**config.mk**
```make
export PLATFORM = sky130hd
export DESIGN_NAME = draw_arbiter
export DESIGN_NICKNAME = d
export VERILOG_FILES = /design/src/rtl/draw_arbiter.sv
export SDC_FILE = /design/constraint.sdc
export NUM_CORES = 1
export LEC_CHECK = 0
export ABC_AREA = 1
export CAP_MARGIN = 25
export CORE_MARGIN = 2
export CORE_UTILIZATION = 45
export CTS_CLUSTER_DIAMETER = 60
export DETAILED_ROUTE_END_ITERATION = 12
export HOLD_SLACK_MARGIN = 0.1
export PLACE_DENSITY = 0.74
export SETUP_SLACK_MARGIN = 0.4
export SLEW_MARGIN = 20
export SYNTH_ARGS = -nofsm -noshare
export SYNTH_HDL_FRONTEND = slang
export SYNTH_SLANG_ARGS = --single-unit
```
**constraint.sdc**
```tcl
create_clock -name clk -period 2.5 [get_ports clk]
set_input_delay 0.375 -clock clk [delete_from_list [all_inputs] [get_ports clk]]
set_output_delay 0.375 -clock clk [all_outputs]
set_load 0.005 [all_outputs]
```
**src/rtl/draw_arbiter.sv**
```systemverilog
// Round-robin arbiter sharing the VGA plot port among rectangle-fill clients.
// The winning client's rectangle is raster-scanned at one pixel per clock, then done is pulsed.
module draw_arbiter #(
  parameter int unsigned NREQ = 3
) (
  input  logic              clk,
  input  logic              reset,
  input  logic [NREQ-1:0]   req,
  input  logic [NREQ*8-1:0] req_x,
  input  logic [NREQ*7-1:0] req_y,
  input  logic [NREQ*4-1:0] req_w,
  input  logic [NREQ*3-1:0] req_h,
  input  logic [NREQ*3-1:0] req_colour,
  output logic [NREQ-1:0]   grant,
  output logic [NREQ-1:0]   done,
  output logic              busy,
  output logic [7:0]        x,
  output logic [6:0]        y,
  output logic [2:0]        colour,
  output logic              plot
);

  localparam int unsigned     PW  = (NREQ > 1) ? $clog2(NREQ) : 1;
  localparam logic [NREQ-1:0] ONE = NREQ'(1);

  typedef enum logic [1:0] {
    S_IDLE,
    S_DRAW,
    S_DONE
  } state_t;

  state_t          state_q;
  logic [PW-1:0]   ptr_q;
  logic [PW-1:0]   win_d;
  logic            win_vld_d;
  logic [7:0]      x0_q;
  logic [6:0]      y0_q;
  logic [3:0]      w_q;
  logic [2:0]      h_q;
  logic [2:0]      col_q;
  logic [3:0]      dx_q;
  logic [2:0]      dy_q;
  logic [8:0]      xs_d;
  logic [7:0]      ys_d;
  logic [NREQ-1:0] grant_q;
  logic [NREQ-1:0] done_q;
  logic            busy_q;
  logic [7:0]      x_q;
  logic [6:0]      y_q;
  logic [2:0]      colour_q;
  logic            plot_q;

  // Round-robin search starting just after the last winner.
  always_comb begin
    win_d     = ptr_q;
    win_vld_d = 1'b0;
    for (int unsigned k = 1; k <= NREQ; k++) begin
      if (!win_vld_d && req[(32'(ptr_q) + k) % NREQ]) begin
        win_vld_d = 1'b1;
        win_d     = PW'((32'(ptr_q) + k) % NREQ);
      end
    end
  end

  // Widened sums so off-screen pixels are detected instead of wrapping.
  always_comb begin
    xs_d = {1'b0, x0_q} + 9'(dx_q);
    ys_d = {1'b0, y0_q} + 8'(dy_q);
  end

  always_ff @(posedge clk or posedge reset) begin
    if (reset) begin
      state_q  <= S_IDLE;
      ptr_q    <= PW'(NREQ - 1);
      x0_q     <= '0;
      y0_q     <= '0;
      w_q      <= '0;
      h_q      <= '0;
      col_q    <= '0;
      dx_q     <= '0;
      dy_q     <= '0;
      grant_q  <= '0;
      done_q   <= '0;
      busy_q   <= 1'b0;
      x_q      <= '0;
      y_q      <= '0;
      colour_q <= '0;
      plot_q   <= 1'b0;
    end else begin
      grant_q <= '0;
      case (state_q)
        S_IDLE: begin
          if (win_vld_d) begin
            ptr_q   <= win_d;
            grant_q <= ONE << win_d;
            x0_q    <= req_x[win_d*8 +: 8];
            y0_q    <= req_y[win_d*7 +: 7];
            w_q     <= req_w[win_d*4 +: 4];
            h_q     <= req_h[win_d*3 +: 3];
            col_q   <= req_colour[win_d*3 +: 3];
            dx_q    <= '0;
            dy_q    <= '0;
            busy_q  <= 1'b1;
            state_q <= S_DRAW;
          end
        end
        S_DRAW: begin
          x_q      <= xs_d[7:0];
          y_q      <= ys_d[6:0];
          colour_q <= col_q;
          plot_q   <= (xs_d <= 9'd159) && (ys_d <= 8'd119);
          if (dx_q == w_q) begin
            dx_q <= '0;
            if (dy_q == h_q) begin
              state_q <= S_DONE;
            end else begin
              dy_q <= dy_q + 3'd1;
            end
          end else begin
            dx_q <= dx_q + 4'd1;
          end
        end
        S_DONE: begin
          // Two cycles here: the last pixel stays visible, then done pulses with plot low.
          if (done_q == '0) begin
            plot_q <= 1'b0;
            done_q <= ONE << ptr_q;
          end else begin
            done_q  <= '0;
            busy_q  <= 1'b0;
            state_q <= S_IDLE;
          end
        end
        default: state_q <= S_IDLE;
      endcase
    end
  end

  assign grant  = grant_q;
  assign done   = done_q;
  assign busy   = busy_q;
  assign x      = x_q;
  assign y      = y_q;
  assign colour = colour_q;
  assign plot   = plot_q;

endmodule
```
==> results.sh, run 1 <==
export IMPL_run_status="finished clean"
export IMPL_fin_crit_sh_pct=91.8
export IMPL_die_x_um=94.7
export IMPL_drv_cap=0
export IMPL_syn_nets=589
export IMPL_multi_input_area_um2=2150
export IMPL_cp_start_kind="register"
export IMPL_antenna_found_initial=0
export IMPL_grt_max_degree=63
export IMPL_io_buffers=105
export IMPL_period_needed_ns=2.29
export IMPL_dieArea_um2=8960
export IMPL_place_congestion=0.826
export IMPL_synth_main_ff_cell="dfrtp_1"
export IMPL_synthTopCellsByArea="dfrtp_1, nand2_1, nand3_1"
export IMPL_crit_arrival_ns=2.58
export IMPL_clock_path_buffers=2
export IMPL_syn_instance_count=495
export IMPL_vias_per_cell=5.19
export IMPL_p_sw_share_pct=24.4
export IMPL_die_y_um=94.7
export IMPL_drt_first_pass_iters=4
export IMPL_globalRouteOverflowTotal=0
export IMPL_finalInstanceArea_um2=5590
export IMPL_yosys_warnings=0
export IMPL_clkSinkCount=62
export IMPL_ys_types=34
export IMPL_first_iter_violations=190
export IMPL_finClkSkew_ns=0.00685
export IMPL_final_max_slew_viol_count=0
export IMPL_endpoint="x0_q[7]$_DFFE_PP0P_"
export IMPL_grt_pass1_wl_mm=16.1
export IMPL_reg2reg_slack_ns=0.21
export IMPL_cp_max_fo=7
export IMPL_worst_slew_pin_slew_ns=0.328
export IMPL_r2r_start="ptr_q[1]$_DFFE_PP1P_"
export IMPL_power_switching_uw=517
export IMPL_clock_latency_ns=0.34
export IMPL_ys_ff_latch=62
export IMPL_cts_tree="yes"
export IMPL_final_hold_viol_count=0
export IMPL_postRouteAntennaNets=0
export IMPL_p_int_uw=1600
export IMPL_num_vias=3817
export IMPL_placed_cell_area_um2=4890
export IMPL_core_rowCount=33
export IMPL_synth_top_cell_by_area="dfrtp_1"
export IMPL_p_leak_uw=0.00249
export IMPL_cp_startpoint="ptr_q[1]$_DFFE_PP1P_"
export IMPL_syn_to_final_growth_pct=51.1
export IMPL_slew_headroom_pct=78.1
export IMPL_cts_root_buf="clkbuf_8"
export IMPL_rsz0062_at_grt="yes"
export IMPL_h_tree_depth=3
export IMPL_p_comb_share_pct=15.5
export IMPL_gr_usage_all_layers_pct=22.9
export IMPL_cts_hold_buf=0
export IMPL_fin_ws_ns=0.205
export IMPL_layout_nets=719
export IMPL_drt_total_wl_mm=10.8
export IMPL_cp_required_ns=2.78
export IMPL_seq_area_frac_synth_pct=42.0
export IMPL_power_density_nw_per_um2=380
export IMPL_fin_tns_setup_ns=0
export IMPL_cts_buffers_inserted=9
export IMPL_path_class="reg2reg"
export IMPL_seq_area_um2=1550
export IMPL_path_clk_slew_ns=0.07
export IMPL_yosysMostFrequentCell="nand2_1"
export IMPL_post_drt_wl_per_cell_um=14.8
export IMPL_core_area_um2=8090
export IMPL_fmax_ghz=0.436
export IMPL_p_clk_share_pct=37.2
export IMPL_rr_worst_depth=14
export IMPL_diodes=0
export IMPL_drc=0
export IMPL_nFillCells=660
export IMPL_syn_area_um2=3700
export IMPL_postSynthAreaPerCell_um2=7.47
export IMPL_dp_hpwl_mm=7.19
export IMPL_place_ws_ns=0.134
export IMPL_start_util_pct=45.7
export IMPL_hold_path_class="in2async"
export IMPL_ios=106
export IMPL_synthTopCellsByCount="nand2_1, nand3_1, nor2_1"
export IMPL_reg2reg_to="x0_q[7]$_DFFE_PP0P_"
export IMPL_seq_power_share_pct=47.3
export IMPL_ir_drop_mv=0.197
export IMPL_grt_pass1_vias=3530
export IMPL_setup_violations=0
export IMPL_drive_above_1_share_pct=17.3
export IMPL_synth_top_area_share_pct=41.3
export IMPL_synth_async_reset_ratio_pct=100
export IMPL_end_kind="register"
export IMPL_synth_edf_count=0
[how the worst min path moves through the flow]
| stage | start | endpoint | depth (start not counted) |
|---|---|---|---|
| after CTS | reset | colour[2]$_DFFE_PP0P_ | 3 |
| after global routing | reset | colour[2]$_DFFE_PP0P_ | 3 |
| after global placement | colour[2]$_DFFE_PP0P_ | colour[2]$_DFFE_PP0P_ | 2 |
| final | reset | y0_q[1]$_DFFE_PP0P_ | 3 |
| after floorplan | col_q[2]$_DFFE_PP0P_ | colour[2]$_DFFE_PP0P_ | 2 |
| after detailed placement | x[0]$_DFFE_PP0P_ | x[0]$_DFFE_PP0P_ | 2 |
[critical path, stage by stage, from the launching register on]
cell       delay, ns
dfstp_2         0.56
inv_4           0.05
ha_4            0.26
nand2_1         0.14
nand3_4         0.10
nand2_4         0.12
nand3_4         0.14
nor2_4          0.19
inv_2           0.06
o21ai_4         0.11
clkbuf_16       0.21
nand3_1         0.08
nand2_1         0.07
nor2_1          0.05
nor2_1          0.07
[layout by cell type, fill, tap and decap left out, drive strengths merged]
cell type	n
nand2	153
clkdlybuf4s50	105
nand3	80
nor2	68
dfrtp	61
inv	32
buf	27
o21ai	24
clkbuf	19
ha	12
nand4	11
xor2	9
xnor2	6
a21oi	5
nor3	5
a31oi	2
o21bai	2
fa	2
a21boi	1
and2	1
o21a	1
o31ai	1
a32o	1
clkinv	1
dfstp	1
[per-stage QoR]
stage               util [%]  hold slack (ns)  total power (uW)  instances
floorplan                  -            0.449              1130        495
global placement        60.5            0.453              1270        698
detailed placement      60.5            0.459              1270        698
CTS                     64.1            0.422              2070        720
global route            69.0            0.444              2210        735
finish                  69.0            0.408              2120        735
[metal layers]
metal	share of wire (%)	wire [um]	global-route usage (%)
met4	1.6	170	9.66
met1	44	4770	30.2
met3	5.3	580	3.19
met5	0	0	0
met2	49	5330	37.7
[registers in the layout (all words and copies together), names as in the netlist, 3 cells and up]
| signal | count |
|---|---|
| colour | 3 |
| grant | 3 |
| y0_q | 7 |
| dy_q | 3 |
| col_q | 3 |
| h_q | 3 |
| dx_q | 4 |
| done | 3 |
| x0_q | 8 |
| x | 8 |
| y | 7 |
| w_q | 4 |
[final cells by class]
| cell class | instances | area share (%) |
|---|---|---|
| tap | 105 | 2.35 |
| clock buffer | 15 | 2.98 |
| sequential | 62 | 27.8 |
| clock inverter | 1 | 0.0896 |
| inverter | 32 | 2.37 |
| multi-input combinational | 384 | 38.5 |
| timing repair buffer | 136 | 25.9 |
[power groups by stage]
stage                     logic (uW)  registers (uW)  clock network [uW]
final                            329            1000                 789
after global routing             353            1000                 855
after CTS                        267            1000                 799
after detailed placement         250            1020                   0
after global placement           247            1020                   0
after floorplan                  103            1020                   0
[kinds of logic after synthesis]
family          synth area share (%)
simple gates                    37.2
compound gates                  5.85
xor+xnor                        3.55
flops                           42.0
fa+ha+maj                       5.14
buf+inv                         6.26
[repair_timing]
action | CTS | global route
gates cloned | 0 | 5
endpoints found under the setup margin | 35 | 42
pin swaps | 2 | 19
resized for setup | 20 | 54
setup buffers | 6 | 10
Note: power is estimated with default switching activity, not from simulation.
==> inputs of run 2 (changes only) <==
--- a/config.mk
+++ b/config.mk
@@ -12,7 +12,7 @@
 export CTS_CLUSTER_DIAMETER = 60
 export DETAILED_ROUTE_END_ITERATION = 12
 export HOLD_SLACK_MARGIN = 0.1
-export PLACE_DENSITY = 0.74
+export PLACE_DENSITY = 0.76
 export SETUP_SLACK_MARGIN = 0.4
 export SLEW_MARGIN = 20
 export SYNTH_ARGS = -nofsm -noshare
==> run 2 against run 1 <==
Sequential share of layout area up 0.44 points. Register-to-register slack about the same. Sequential power about the same. First-iteration DRC count down 18%. Via count up 0.10%. Largest power group unchanged.
==> results.sh, run 2 (same netlist as run 1, synthesis figures left out) <==
export IMPL_drv_cap=0
export IMPL_io_buffers=105
export IMPL_seq_area_um2=1560
export IMPL_cts_root_buf="clkbuf_8"
export IMPL_final_max_slew_viol_count=0
export IMPL_final_hold_viol_count=0
export IMPL_cp_cell_sequence="inv_2 -> ha_4 -> inv_4 -> nand2_4 -> nand3_4 -> nand2_4 -> nand2_1 -> nand2_2 -> nand2_1 -> nand2_2 -> nand2_4 -> buf_12 -> nand3_1 -> nand2_1 -> nor2_1 -> nor2_1"
export IMPL_period_needed_ns=2.28
export IMPL_final_hold_worst_slack_ns=0.420
export IMPL_run_status="finished clean"
export IMPL_grt_max_degree=63
export IMPL_clock_path_buffers=2
export IMPL_power_density_nw_per_um2=378
export IMPL_grt_pass1_wl_mm=17.0
export IMPL_dp_hpwl_mm=7.20
export IMPL_syn_to_final_growth_pct=49.0
export IMPL_dieArea_um2=8960
export IMPL_path_buf_inv=3
export IMPL_post_drt_wl_per_cell_um=14.9
export IMPL_drive_above_1_share_pct=17.1
export IMPL_drt_first_pass_iters=7
export IMPL_nFillCells=675
export IMPL_critPathTopFamily="simple AND/OR/NAND/NOR gates"
export IMPL_reg2reg_slack_ns=0.22
export IMPL_rsz0062_at_grt="yes"
export IMPL_gr_usage_all_layers_pct=24.2
export IMPL_fin_crit_sh_pct=91.2
export IMPL_slowest_stage="dfstp_2"
export IMPL_placed_cell_area_um2=4890
export IMPL_drc=0
export IMPL_worst_slew_pin_slew_ns=0.448
export IMPL_final_common_cell="nand2_1"
export IMPL_dpl_cell_count=696
export IMPL_clkSinkCount=62
export IMPL_cpPeakStageDelay_ns=0.56
export IMPL_globalRouteOverflowTotal=0
export IMPL_ios=106
export IMPL_rr_worst_depth=16
export IMPL_slew_headroom_pct=70.1
export IMPL_postRouteAntennaNets=0
export IMPL_place_ws_ns=0.0867
export IMPL_final_cell_mix="nand2_1, clkdlybuf4s50_1, nand3_1"
export IMPL_cts_buffers_inserted=9
export IMPL_ir_drop_mv=0.244
export IMPL_core_rowCount=33
export IMPL_end_kind="register"
export IMPL_cts_tree="yes"
export IMPL_hold_path_class="in2async"
export IMPL_h_tree_depth=3
export IMPL_clock_latency_ns=0.34
export IMPL_setup_violations=0
export IMPL_fmax_ghz=0.439
export IMPL_fin_ws_ns=0.220
export IMPL_path_clk_slew_ns=0.07
export IMPL_first_iter_violations=155
export IMPL_p_leak_uw=0.00244
export IMPL_multi_input_area_um2=2120
export IMPL_fin_tns_setup_ns=0
export IMPL_cp_required_ns=2.72
export IMPL_num_vias=3821
export IMPL_reg2reg_to="x0_q[6]$_DFFE_PP0P_"
export IMPL_r2r_start="ptr_q[1]$_DFFE_PP1P_"
export IMPL_antenna_found_initial=0
export IMPL_die_x_um=94.7
export IMPL_cp_max_fo=15
export IMPL_final_cells=732
export IMPL_start_util_pct=45.7
export IMPL_drt_total_wl_mm=10.9
export IMPL_finalInstanceArea_um2=5510
export IMPL_finClkSkew_ns=0.00683
export IMPL_vias_per_cell=5.22
export IMPL_cp_start_kind="register"
export IMPL_cp_startpoint="ptr_q[1]$_DFFE_PP1P_"
export IMPL_crit_arrival_ns=2.50
export IMPL_die_y_um=94.7
export IMPL_diodes=0
export IMPL_grt_pass1_vias=3664
export IMPL_path_class="reg2reg"
export IMPL_core_area_um2=8090
export IMPL_layout_nets=717
export IMPL_place_congestion=0.815
## run 2: cell count changes in the layout (fill, tap and decap cells not counted), sizes merged
cell and change:
clkbuf -3
## run 2: where the power goes
group          internal [uW]  switching (uW)
Combinational            172             134
Clock                    408             365
Sequential              1000               0
## run 2: tightest hold or removal path: cells and delay by family
family / cells / cell delay (ns)
buffers and inverters: 3 / 0.77
## run 2: how the worst max path moves through the flow
| stage | end | slack (ns) | cells after the start |
|---|---|---|---|
| 6_report | x0_q[6]$_DFFE_PP0P_ | 0.22 | 16 |
| 5_1_grt | x0_q[6]$_DFFE_PP0P_ | 0.10 | 16 |
| 4_1_cts | x0_q[3]$_DFFE_PP0P_ | 0.30 | 15 |
| 3_5_place_dp | y0_q[2]$_DFFE_PP0P_ | 0.09 | 12 |
| 3_3_place_gp | x0_q[6]$_DFFE_PP0P_ | 0.21 | 13 |
| 2_1_floorplan | col_q[0]$_DFFE_PP0P_ | 0.47 | 14 |
## run 2: layout make-up
class,instances,share of cell area [%]
Tap cell,105,2.38
Inverter,32,2.36
Clock buffer,14,2.95
Sequential cell,62,28.3
Clock inverter,1,0.0908
Timing Repair Buffer,134,25.4
Multi-Input combinational cell,384,38.6
## run 2: what timing repair did
action | in CTS | in global routing
hold buffers | 0 | 0
endpoints found under the setup margin | 39 | 43
gates cloned | 1 | 4
pin swaps | 3 | 11
setup buffers | 10 | 6
resized for setup | 34 | 44
## run 2: layer usage
metal	wire, um	vias to the layer above	track usage (%)
met5	0	-	0
met1	4680	1774	31.9
li1	-	1871	-
met2	5310	155	40.6
met3	668	21	4.23
met4	208	0	7.97
## run 2: metrics by stage
step | total power [uW] | util [%]
final | 2080 | 68.1
after global placement | 1270 | 60.4
after detailed placement | 1280 | 60.4
after CTS | 2070 | 65.0
after global routing | 2170 | 68.1
after floorplan | 1130 | -
